[src/rtl/spi_master_ctrl.sv]
// Mode-0 SPI master: one DATA_WIDTH-bit full-duplex transfer per accepted start, MSB first.
// SCLK is derived from clk by counting CLK_DIV clk cycles per SCLK half-period.
module spi_master_ctrl #(
    parameter int DATA_WIDTH = 8,
    parameter int CLK_DIV    = 2
) (
    input  logic                  clk,
    input  logic                  reset,
    input  logic                  start,
    input  logic [DATA_WIDTH-1:0] masterDataToSend,
    output logic [DATA_WIDTH-1:0] masterDataReceived,
    output logic                  busy,
    output logic                  done,
    output logic                  SCLK,
    output logic                  CS,
    output logic                  MOSI,
    input  logic                  MISO
);

    localparam int DIVW = (CLK_DIV > 1) ? $clog2(CLK_DIV) : 1;
    localparam int BITW = $clog2(DATA_WIDTH + 1);
    localparam logic [DIVW-1:0] DIV_LAST = DIVW'(CLK_DIV - 1);
    localparam logic [BITW-1:0] BIT_LAST = BITW'(DATA_WIDTH);

    typedef enum logic [1:0] {IDLE, SETUP, SHIFT, HOLD} state_t;

    state_t                state_q, state_d;
    logic [DIVW-1:0]       divCnt_q, divCnt_d;
    logic [BITW-1:0]       bitCnt_q, bitCnt_d;
    logic [DATA_WIDTH-1:0] txShift_q, txShift_d;
    logic [DATA_WIDTH-1:0] rxShift_q, rxShift_d;
    logic [DATA_WIDTH-1:0] rxData_q, rxData_d;
    logic                  sclk_q, sclk_d;
    logic                  cs_q, cs_d;
    logic                  mosi_q, mosi_d;
    logic                  busy_q, busy_d;
    logic                  done_q, done_d;
    logic                  divLast;

    assign divLast = (divCnt_q == DIV_LAST);

    always_ff @(posedge clk or posedge reset) begin
        if (reset) begin
            state_q   <= IDLE;
            divCnt_q  <= '0;
            bitCnt_q  <= '0;
            txShift_q <= '0;
            rxShift_q <= '0;
            rxData_q  <= '0;
            sclk_q    <= 1'b0;
            cs_q      <= 1'b1;
            mosi_q    <= 1'b0;
            busy_q    <= 1'b0;
            done_q    <= 1'b0;
        end else begin
            state_q   <= state_d;
            divCnt_q  <= divCnt_d;
            bitCnt_q  <= bitCnt_d;
            txShift_q <= txShift_d;
            rxShift_q <= rxShift_d;
            rxData_q  <= rxData_d;
            sclk_q    <= sclk_d;
            cs_q      <= cs_d;
            mosi_q    <= mosi_d;
            busy_q    <= busy_d;
            done_q    <= done_d;
        end
    end

    // Every phase lasts a whole number of CLK_DIV-cycle slots; divLast marks a slot's final edge.
    always_comb begin
        state_d   = state_q;
        divCnt_d  = divCnt_q;
        bitCnt_d  = bitCnt_q;
        txShift_d = txShift_q;
        rxShift_d = rxShift_q;
        rxData_d  = rxData_q;
        sclk_d    = sclk_q;
        cs_d      = cs_q;
        mosi_d    = mosi_q;
        busy_d    = busy_q;
        done_d    = 1'b0;

        case (state_q)
            IDLE: begin
                if (start) begin
                    txShift_d = masterDataToSend;
                    mosi_d    = masterDataToSend[DATA_WIDTH-1];
                    cs_d      = 1'b0;
                    busy_d    = 1'b1;
                    divCnt_d  = '0;
                    bitCnt_d  = '0;
                    state_d   = SETUP;
                end
            end
            SETUP: begin
                divCnt_d = divLast ? '0 : divCnt_q + DIVW'(1);
                if (divLast) begin
                    state_d = SHIFT;
                end
            end
            SHIFT: begin
                divCnt_d = divLast ? '0 : divCnt_q + DIVW'(1);
                if (divLast) begin
                    sclk_d = ~sclk_q;
                    if (!sclk_q) begin
                        rxShift_d = {rxShift_q[DATA_WIDTH-2:0], MISO};
                        bitCnt_d  = bitCnt_q + BITW'(1);
                    end else if (bitCnt_q == BIT_LAST) begin
                        state_d = HOLD;
                    end else begin
                        // The falling edge gives the slave a full half-period to see the next bit.
                        txShift_d = txShift_q << 1;
                        mosi_d    = txShift_q[DATA_WIDTH-2];
                    end
                end
            end
            HOLD: begin
                divCnt_d = divLast ? '0 : divCnt_q + DIVW'(1);
                if (divLast) begin
                    cs_d     = 1'b1;
                    busy_d   = 1'b0;
                    done_d   = 1'b1;
                    rxData_d = rxShift_q;
                    mosi_d   = 1'b0;
                    state_d  = IDLE;
                end
            end
            default: begin
                state_d = IDLE;
            end
        endcase
    end

    assign masterDataReceived = rxData_q;
    assign busy               = busy_q;
    assign done               = done_q;
    assign SCLK               = sclk_q;
    assign CS                 = cs_q;
    assign MOSI               = mosi_q;

endmodule
[config.mk]
export PLATFORM = sky130hd
export DESIGN_NAME = spi_master_ctrl
export DESIGN_NICKNAME = d
export VERILOG_FILES = /design/src/rtl/spi_master_ctrl.sv
export SDC_FILE = /design/constraint.sdc
export NUM_CORES = 1
export LEC_CHECK = 0
export CAP_MARGIN = 5
export CELL_PAD_IN_SITES_DETAIL_PLACEMENT = 1
export CELL_PAD_IN_SITES_GLOBAL_PLACEMENT = 1
export CORE_MARGIN = 5
export CORE_UTILIZATION = 46
export CTS_CLUSTER_DIAMETER = 60
export DETAILED_ROUTE_END_ITERATION = 8
export GPL_ROUTABILITY_DRIVEN = 0
export PLACE_DENSITY_LB_ADDON = 0.12
export SETUP_SLACK_MARGIN = 0.1
export SKIP_CTS_REPAIR_TIMING = 1
export SLEW_MARGIN = 20
export SYNTH_ARGS = -nofsm -noshare
export SYNTH_HDL_FRONTEND = slang
export SYNTH_SLANG_ARGS = --single-unit
[constraint.sdc]
create_clock -name clk -period 3.1 [get_ports clk]
set_input_delay 0.775 -clock clk [delete_from_list [all_inputs] [get_ports clk]]
set_output_delay 0.775 -clock clk [all_outputs]
set_load 0.05 [all_outputs]
* After elaboration in Yosys (flattened, before gate mapping) *
Index checks and enable logic that the tools add are counted.

word-level totals
  register bits = 35
  output and inout bits = 13
  input port bits = 12
  logic and storage cells = 70

operators by class
  equality and inequality tests = 12
  bitwise gates (word level) = 1
  $add $sub $neg = 2
  reductions and logical operators = 13
  multiplexer cells = 31

operator list
  cell                   count
  $mux W7                4
  $ne A2 B2 Y1 const B   8
  $pmux W7 S2            1
  $mux W2                6
  $mux W4                3
  $reduce_and A6 Y1      2
  $mux W1                11
  $pmux W2 S4            1
  $pmux W4 S2            1
  $pmux W1 S2            3
  $reduce_and A3 Y1      2
  $reduce_and A5 Y1      1
  $add A4 B1 Y4 const B  1
  $eq A2 B2 Y1 const B   2
  $eq A4 B4 Y1 const B   1
  $reduce_and A2 Y1      2
  $reduce_and A4 Y1      1
  $reduce_bool A2 Y1     2
  $pmux W1 S3            1
  $reduce_bool A3 Y1     1
  $reduce_or A3 Y1       1
  $eq A2 B1 Y1 const B   1
  $logic_not A2 Y1       1
  $add A1 B1 Y1 const B  1
  $not A1 Y1             1

* Depth between registers and ports, before layout *
  depth in word-level cells = 5
  gate-level depth with buffers = 7
  gate-level depth less buffers = 6

* Worst setup path after synthesis *
No wires, ideal clock.

  path kind = input-to-reg
  start point = in start
  end point = reg state_q[1]
  setup time = 0.125 ns
  slack = 1.368 ns
  arrival time = 1.607 ns
  data required time = 2.975 ns
  stages = 5
  path through = nand2b_1 buf_2 o2111ai_2 a21oi_2 mux2_2

between the ends
  word-level cells in the longest chain between the ends = 2

ends and longest elaborated chain
  element                      RTL line  source
  from (decl)                  9         input logic start,
  $ne A2 B2 Y1 (no line)       n/a
  $reduce_and A6 Y1 (no line)  n/a
  to (signal assigned)         56        state_q <= state_d;
  to (decl)                    27        state_t state_q, state_d;

Every way passes these cells.
A chain may end at the register's enable or synchronous reset.

* Worst setup path in the final report *
  start point = reg cs_q (netlist: CS)
  end point = out CS

RTL lines
  element                 RTL line  source
  from (decl)             34        logic cs_q, cs_d;
  from (signal assigned)  63        cs_q <= cs_d;
  to (decl)               15        output logic CS,

No word-level cell between the ends.

==> impl_metrics.json <==
{
  "drt-initial-drc-count": 71,
  "via_count": 1222,
  "async_flop_share": 1.00,
  "grt_pass1_vias": 1339,
  "syn_area_sq_mm": 0.00180,
  "worst-r2r-setup-slack_ns": 1.09,
  "ys_ff_latch": 35,
  "synthFlopType": "dfrtp_1",
  "synth_edf_count": 0,
  "rows": 22,
  "clkSinkCount": 35,
  "grt_first_pass_wirelength_mm": 6.32,
  "yosysMostFrequentCell": "dfrtp_1",
  "dr.pass1.iters": 4,
  "reg2reg_from": "state_q[0]",
  "start_kind": "flip-flop",
  "fillers": 390,
  "clkTransAtPathRegs_ns": 0.07,
  "dp.final_hpwl_mm": 2.71,
  "routed_wl_mm": 3.62,
  "finalSetupViolations": 0,
  "multi_input_area_sq_um": 840,
  "yosysWarnings": 0,
  "syn_inst": 152,
  "yosysSeqAreaShare": 0.488,
  "power.density_mw_per_mm2": 1120,
  "synth_top_area_frac": 0.473,
  "utilization": 0.588,
  "endpoint_kind": "primary output",
  "grt_overflow": 0,
  "final_nets": 200,
  "yosys.area.top_type": "dfrtp_1",
  "required_ns": 2.32,
  "finalSetupTns_ns": 0,
  "crit_slowest_cell": "clkdlybuf4s50_1",
  "fin_area_sq_mm": 0.00218,
  "cp_cell_sequence": "clkdlybuf4s50_1",
  "fin_crit_ns": 2.40,
  "power.total_w": 0.00244,
  "min_delay_path_depth": 1,
  "start_util": 0.484,
  "path_class": "reg2out",
  "tritoncts": "yes",
  "maxCapViolations": 0,
  "crit_buf_inv": 1,
  "grt_max_degree": 36,
  "slowest_delay_ns": 0.80,
  "crit_fanout": 3,
  "leakagePower_nw": 0.979,
  "dieArea_sq_mm": 0.00526,
  "grt_setup_unrepaired": "false",
  "ant_nets": 0,
  "worstSkewPairLatency_ns": 0.28,
  "status": "finished clean",
  "cpLargestDelayFamily": "buffers and inverters",
  "max_freq_mhz": 418,
  "min_period_over_period": 0.773,
  "ys_top_cells_by_count": "dfrtp_1 (34), mux2_2 (18), nand2_1 (12)",
  "hp-start": "rxShift_q[7]",
  "slew_headroom": 0.658,
  "layout_setup_ws_ns": 0.705,
  "core_sq_mm": 0.00372,
  "antenna_found_initial": 0,
  "place_ws_ns": 0.705,
  "syn_nets": 173,
  "drc_errors": 0,
  "antenna_cells": 0,
  "register_area_sq_um": 877,
  "critPathArrivalTime_ns": 1.62,
  "synth.area.top_cells": "dfrtp_1 (47%), mux2_2 (11%), ha_1 (6.3%), o2bb2ai_1 (2.9%), a211oi_2 (2.8%)",
  "hp-class": "reg2reg",
  "io_buffer_count": 24,
  "grtUsageTotal": 0.155,
  "clock_skew_ns": 0.00526,
  "r2r-end": "txShift_q[6]",
  "slew_viol_final": 0,
  "io_pins": 25,
  "cts.path.max_buffers": 2,
  "cts_made_buffers": 5,
  "synthDistinctLibCells": 38,
  "hold_violations": 0,
  "htree_levels": 2,
  "wl_per_cell_microns": 15.9,
  "ctsRootBufferMaster": "clkbuf_8",
  "r2r_cells": 6,
  "areaGrowthSynthToFinish_pct": 21.4,
  "dieWidth_microns": 72.5,
  "avgSynthCellArea_sq_um": 11.8,
  "tightest_slew_ns": 0.511,
  "drive_above_1_share": 0.233,
  "vias_per_cell": 5.36,
  "min_delay_worst_endpoint": "masterDataReceived[7]",
  "ir_drop_mv": 0.569,
  "place_area_sq_mm": 0.00207,
  "die_y_microns": 72.5
}
## per-stage QoR
stage | instances | hold WS (ns)
4_1_cts | 228 | 0.510
2_1_floorplan | 152 | 0.461
3_3_place_gp | 220 | 0.486
6_report | 228 | 0.506
3_5_place_dp | 220 | 0.495
5_1_grt | 228 | 0.522
## worst max-delay path by stage
stage / startpoint / endpoint / slack, ns / depth (start not counted)
floorplan: start / state_q[1] / 1.37 / 5
global placement: start / state_q[1] / 0.79 / 5
detailed placement: start / state_q[1] / 0.70 / 5
CTS: CS / CS / 0.69 / 1
global route: CS / CS / 0.66 / 1
finish: CS / CS / 0.70 / 1
## cell usage in the layout, fill, tap and decap left out, types with 2 or more instances in the layout
cell type	n
ha_1	9
mux2_2	18
nand2_2	2
nand2b_1	6
a211oi_2	4
a22o_1	3
buf_4	2
a21oi_1	3
inv_1	9
clkdlybuf4s50_1	24
o2bb2ai_1	6
clkbuf_8	6
dfrtp_1	34
nor2_1	10
o21ai_0	4
nand2_1	12
nor3_1	4
nand3_1	2
## state kept, by name (all words and copies together) (netlist names)
| register | flops |
|---|---|
| CS | 1 |
| MOSI | 1 |
| SCLK | 1 |
| bitCnt_q | 4 |
| busy | 1 |
| divCnt_q | 1 |
| done | 1 |
| masterDataReceived | 8 |
| rxShift_q | 8 |
| state_q | 2 |
| txShift_q | 7 |
## kinds of logic (layout without fill, tap and decap cells)
kind of cell / Yosys count / in the layout / synth area share
AND/OR/NAND/NOR: 43 / 43 / 0.132
adder cells (fa/ha/maj): 9 / 9 / 0.0626
AO/OA/AOI/OAI: 30 / 30 / 0.149
buffers and inverters: 15 / 43 / 0.0452
multiplexers: 19 / 19 / 0.118
flip-flops: 35 / 35 / 0.488
XOR/XNOR: 1 / 1 / 0.00487
## report_power, final
part / internal, W / switching [W]
Clock: 0.000260 / 0.000155
Sequential: 0.000647 / 0.000164
Combinational: 0.000526 / 0.000693
## routing by layer
metal / GRT usage / share of wire / vias to the layer above
li1: - / - / 587
met1: 0.194 / 0.44 / 609
met2: 0.261 / 0.50 / 21
met3: 0.0429 / 0.041 / 5
met4: 0.0430 / 0.011 / 0
met5: 0 / 0 / -
## area by class of cell
| type | instances | area share |
|---|---|---|
| multi-input cells | 102 | 0.385 |
| flip-flops and latches | 35 | 0.402 |
| repair buffers | 26 | 0.117 |
| inverters | 9 | 0.0155 |
| well taps | 48 | 0.0275 |
| clock inverters | 2 | 0.0160 |
| clock buffers | 6 | 0.0378 |
Power figures use the tool's default switching activity.
==> RTL edit 1, RTL diff (same flow settings) <==
The parameter `CLK_DIV` goes from 2 to 8.
--- a/src/rtl/spi_master_ctrl.sv
+++ b/src/rtl/spi_master_ctrl.sv
@@ -2,7 +2,7 @@
 // SCLK is derived from clk by counting CLK_DIV clk cycles per SCLK half-period.
 module spi_master_ctrl #(
     parameter int DATA_WIDTH = 8,
-    parameter int CLK_DIV    = 2
+    parameter int CLK_DIV    = 8
 ) (
     input  logic                  clk,
     input  logic                  reset,
Formal check against the unedited RTL: not equivalent (a bounded check fails within 10 cycles, from zero or initial values and one cycle with reset high).
==> RTL edit 1 against the unedited design <==
  * Routed wire length fell by 1.2%
  * Hold slack got worse by 0.024 ns
  * Highest routed layer unchanged
  * Worst setup slack got worse by 0.019 ns
  * Fmax fell by 0.80%
  * Area after synthesis fell by 1.0%
  * Design area fell by 0.17%
  * Sequential cell count rose by 2
  * Core utilization fell by 0.10 points
Power is not compared: it rests on default switching activity, and its combinational part moved more than twofold at a synthesized area within 25%.
==> RTL edit 1: results (changes against the unedited design) <==
Asr flop ratio synth = 100% (unchanged)
Slowest cell on the critical path = clkdlybuf4s50_1 (unchanged)
CTS max path bufs = 2 (unchanged)
Peak supply drop = 0.303 mV
Detail Placement HPWL = 2580 um (was 2710 um)
DR vias = 1206 (was 1222)
Fin cells = 226 (was 228)
Wirelength per Cell = 15.8 um (was 15.9 um)
First-pass GRT wire length = 6450 um (was 6320 um)
Final-stage net count = 198 (was 200)
Class of the worst hold path = reg2reg (unchanged)
Number of DRC markers in iteration 0 = 54 (was 71)
Final Skew = 0.00172 ns (was 0.00526 ns)
Largest net degree at the start of global routing = 38 (was 36)
Status = complete, no violations (unchanged)
Worst-Skew Late Latency = 0.29 ns
Synth cell count leaders = 36 x dfrtp_1, 18 x mux2_2, 14 x nor2_1 (was 34 x dfrtp_1, 18 x mux2_2, 12 x nand2_1)
Syn nets = 171 (was 173)
Antenna violations before repair = 0 (unchanged)
Vias in the first global route = 1372 (was 1339)
Synth top area cells = dfrtp_1 51%, mux2_2 11%, ha_1 6.3% (was dfrtp_1 47%, mux2_2 11%, ha_1 6.3%)
# diodes = 0 (unchanged)
Crit path max fanout = 5 (was 3)
Layout cells sized above 1 = 19.7% (was 23.3%)
Leakage = 1.05 nW
Synth Warn # = 0 (unchanged)
Final hold vios = 0 (unchanged)
CTS clk-pin slew, worst paths = 0.07 ns (about the same)
Total global routing track utilization = 15.8% (was 15.5%)
Worst-margin pin slew = 0.750 ns (was 0.511 ns)
H-tree Lvls = 2 (unchanged)
Syn Inst Count = 150 (was 152)
Yosys cell types = 30 (was 38)
NetSw = 0.200 mW
CP peak stage delay = 0.59 ns (was 0.80 ns)
CTS root buf = clkbuf_8 (unchanged)
Placed cells = 218 (was 220)
Router iterations before antenna repair = 4 (unchanged)
Primary FF master, synth = dfrtp_1 (unchanged)
Register area share after synthesis = 52.1% (was 48.8%)
# port buffers = 24 (unchanged)
Pre-CTS WS = 0.383 ns (was 0.705 ns)
Arrival time at the worst endpoint = 2.59 ns (was 1.62 ns)
Cts bufs inserted = 5 (unchanged)
# fillers = 397 (was 390)
RTL edit 1: cell types whose count changed in the layout (fill, tap and decap cells not counted), moves of 3 or more:
cell / change
a211oi_2: -4
a21oi_1: +7
mux2i_1: +7
nand2_1: -4
nand2b_1: -5
nor2_1: +4
nor2b_1: +3
nor3_1: -4
o2bb2ai_1: -6
RTL edit 1: cell families after synthesis:
| logic type | synth area share [%] |
|---|---|
| and+or+nand+nor | 11.6 |
| adders and majority gates | 6.33 |
| muxes | 16.7 |
| DFF | 52.1 |
| AOI/OAI and AO/OA | 9.07 |
| xor gates and xnor gates | 0.492 |
| buffers and inverters | 3.66 |
RTL edit 1: path summary, 6_finish.rpt:
| check | start | end | slack, ns | cells after the start |
|---|---|---|---|---|
| worst max-delay path | start | state_q[1] | 0.69 | 5 |
| worst min-delay path | divCnt_q[0] | divCnt_q[0] | 0.48 | 1 |
| worst max register to register | divCnt_q[0] | bitCnt_q[3] | 0.79 | 6 |
| worst min register to register | divCnt_q[0] | divCnt_q[0] | 0.48 | 1 |
| max in group asynchronous | reset | CS | 1.86 | 3 |
| min in group asynchronous | reset | masterDataReceived[1] | 0.89 | 3 |
RTL edit 1: metrics by stage:
step	power, mW	hold slack, ns	cell area (sq um)
after detailed placement	0.542	0.477	2060
after global routing	1.01	0.508	2180
after floorplan	0.519	0.446	1780
after global placement	0.540	0.465	2060
final	0.970	0.482	2180
after CTS	0.984	0.488	2180
RTL edit 1: layout make-up:
cell class	instances	area [sq um]	area share, %
flip-flops and latches	37	927	42.5
multi-input cells	99	787	36.1
repair buffers	26	255	11.7
clock buffers	6	82.6	3.79
well taps	48	60.1	2.76
clock inverters	2	37.5	1.72
inverters	8	30.0	1.38
RTL edit 1: power by group through the flow:
| stage | Combinational [mW] | Clock, mW | Sequential [mW] |
|---|---|---|---|
| after floorplan | 0.0154 | 0 | 0.504 |
| after global placement | 0.0379 | 0 | 0.502 |
| after detailed placement | 0.0396 | 0 | 0.503 |
| after CTS | 0.0398 | 0.452 | 0.493 |
| after global routing | 0.0430 | 0.475 | 0.494 |
| final | 0.0384 | 0.439 | 0.493 |
RTL edit 1: layer usage:
layer | track usage (%) | routed length [um] | vias to the layer above
met1 | 19.2 | 1500 | 608
met5 | 0 | 0 | -
li1 | - | - | 566
met2 | 26.8 | 1870 | 25
met3 | 4.43 | 151 | 7
met4 | 5.64 | 47 | 0
RTL edit 1: critical path, delay by kind of cell:
family | cells | cell delay [ns]
and+or+nand+nor | 3 | 0.91
buffers and inverters | 1 | 0.59
muxes | 1 | 0.31
==> RTL edit 2, RTL diff (same settings) <==
Made on the original files. Re-encode `state_t` (4 states) as one-hot, 4 bits wide.
--- a/src/rtl/spi_master_ctrl.sv
+++ b/src/rtl/spi_master_ctrl.sv
@@ -22,7 +22,7 @@
     localparam logic [DIVW-1:0] DIV_LAST = DIVW'(CLK_DIV - 1);
     localparam logic [BITW-1:0] BIT_LAST = BITW'(DATA_WIDTH);
 
-    typedef enum logic [1:0] {IDLE, SETUP, SHIFT, HOLD} state_t;
+    typedef enum logic [3:0] {IDLE = 4'b0001, SETUP = 4'b0010, SHIFT = 4'b0100, HOLD = 4'b1000} state_t;
 
     state_t                state_q, state_d;
     logic [DIVW-1:0]       divCnt_q, divCnt_d;
Function: no difference found for any inputs over 10 cycles, from zero or initial values and one cycle with reset high; not proved beyond that.
==> RTL edit 2 against the unedited design <==
  * Worst setup slack better by 0.013 ns
  * Synthesized cell count increased by 21%
  * Design area is 1.2% higher
  * Sequential cell count grew 2
  * Area after synthesis is 2.1% higher
  * Routed wire length increased by 10%
  * Sequential share of layout area rose by 1.8 points
  * Largest cell class unchanged
Power is not compared: it rests on default switching activity, and its combinational part moved more than twofold at a synthesized area within 25%.
==> RTL edit 2: results (changes against the unedited design) <==
Status = complete, no violations (unchanged)
Crit path max fanout = 2 (was 3)
Layout cells sized above 1 = 15.7% (was 23.3%)
R2R Path End = rxShift_q[7] (was txShift_q[6])
Router iterations before antenna repair = 3 (was 4)
Syn Inst Count = 184 (was 152)
Syn nets = 198 (was 173)
Largest net degree at the start of global routing = 38 (was 36)
Hold_ws = 0.480 ns (was 0.506 ns)
Pre-CTS WS = 0.526 ns (was 0.705 ns)
Hold Path Cell Cnt = 2 (was 1)
Worst flop-to-flop path startpoint = state_q[2] (was state_q[0])
Hold wc startpoint = masterDataReceived[6] (was rxShift_q[7])
Placed cells = 252 (was 220)
# fillers = 451 (was 390)
First-pass GRT wire length = 6990 um (was 6320 um)
Clk pwr share = 22.2%
Final-stage net count = 223 (was 200)
Dpl cell area = 2120 sq um (was 2070 sq um)
Detail Placement HPWL = 2790 um (was 2710 um)
Final Skew = 0.00815 ns (was 0.00526 ns)
Yosys cell types = 47 (was 38)
Post-Synth Adder-Cell Area = 1.36% (was 6.26%)
Vias per cell = 5.32 (was 5.36)
Fin cells = 260 (was 228)
Hold endpoint = masterDataReceived[6] (was masterDataReceived[7])
Number of DRC markers in iteration 0 = 76 (was 71)
Synth cell count leaders = 52 x nand2_1, 35 x dfrtp_1, 14 x mux2_2 (was 34 x dfrtp_1, 18 x mux2_2, 12 x nand2_1)
Register area share after synthesis = 50.6% (was 48.8%)
Synth Area in Compound Gates = 11.3% (was 14.9%)
Register-to-register setup slack = 0.82 ns (was 1.09 ns)
Synth top area cells = dfrtp_1 48%, nand2_1 11%, mux2_2 8.6% (was dfrtp_1 47%, mux2_2 11%, ha_1 6.3%)
Xor and xnor area share after synthesis = 0.954% (was 0.487%)
Area of the multi-input gates = 843 sq um (was 840 sq um)
Total global routing track utilization = 16.8% (was 15.5%)
CTS root buf = clkbuf_8 (unchanged)
-- RTL edit 2: cell count changes in the layout (fill, tap and decap cells not counted), moves of 3 or more --
cell	before	now
o21ai_0	4	10
a211oi_2	4	0
ha_1	9	2
a211oi_1	0	3
o2bb2ai_1	6	1
a22o_1	3	0
nand2b_1	6	2
inv_1	9	6
nand2_1	12	52
nor2b_1	0	4
nor2_1	10	5
mux2_2	18	14
nor3_1	4	1
-- RTL edit 2: cell families (layout without fill, tap and decap cells) --
| kind of cell | count (synthesis) | after routing |
|---|---|---|
| compound gates | 30 | 30 |
| xor+xnor | 2 | 2 |
| fa+ha+maj | 2 | 2 |
| buf+inv | 15 | 41 |
| flops | 37 | 37 |
| mux | 16 | 16 |
| simple gates | 82 | 82 |
-- RTL edit 2: metal layers --
metal | global-route usage [%] | vias up | wire, um
li1 | - | 672 | -
met1 | 21.8 | 690 | 1820
met2 | 27.4 | 15 | 2010
met3 | 4.55 | 5 | 127
met4 | 4.92 | 0 | 38
met5 | 0 | - | 0
-- RTL edit 2: cell type report --
class	instances	area share, %
clock buffer	7	3.91
inverter	7	1.19
sequential	37	42.0
timing repair buffer	26	11.6
tap	50	2.83
clock inverter	1	0.340
multi-input combinational	132	38.2
-- RTL edit 2: worst max path at each step --
stage | startpoint | to | slack (ns) | depth (start not counted)
after floorplan | start | txShift_q[1] | 1.12 | 4
after global placement | start | txShift_q[2] | 0.56 | 5
after detailed placement | start | txShift_q[2] | 0.53 | 5
after CTS | CS | CS | 0.70 | 1
after global routing | state_q[2] | rxShift_q[7] | 0.62 | 3
final | CS | CS | 0.72 | 1
-- RTL edit 2: tightest hold or removal path, cell delays in order, from the launching register on --
cell	delay, ns
dfrtp_1	0.35
nand2_1	0.05
nand2_1	0.06
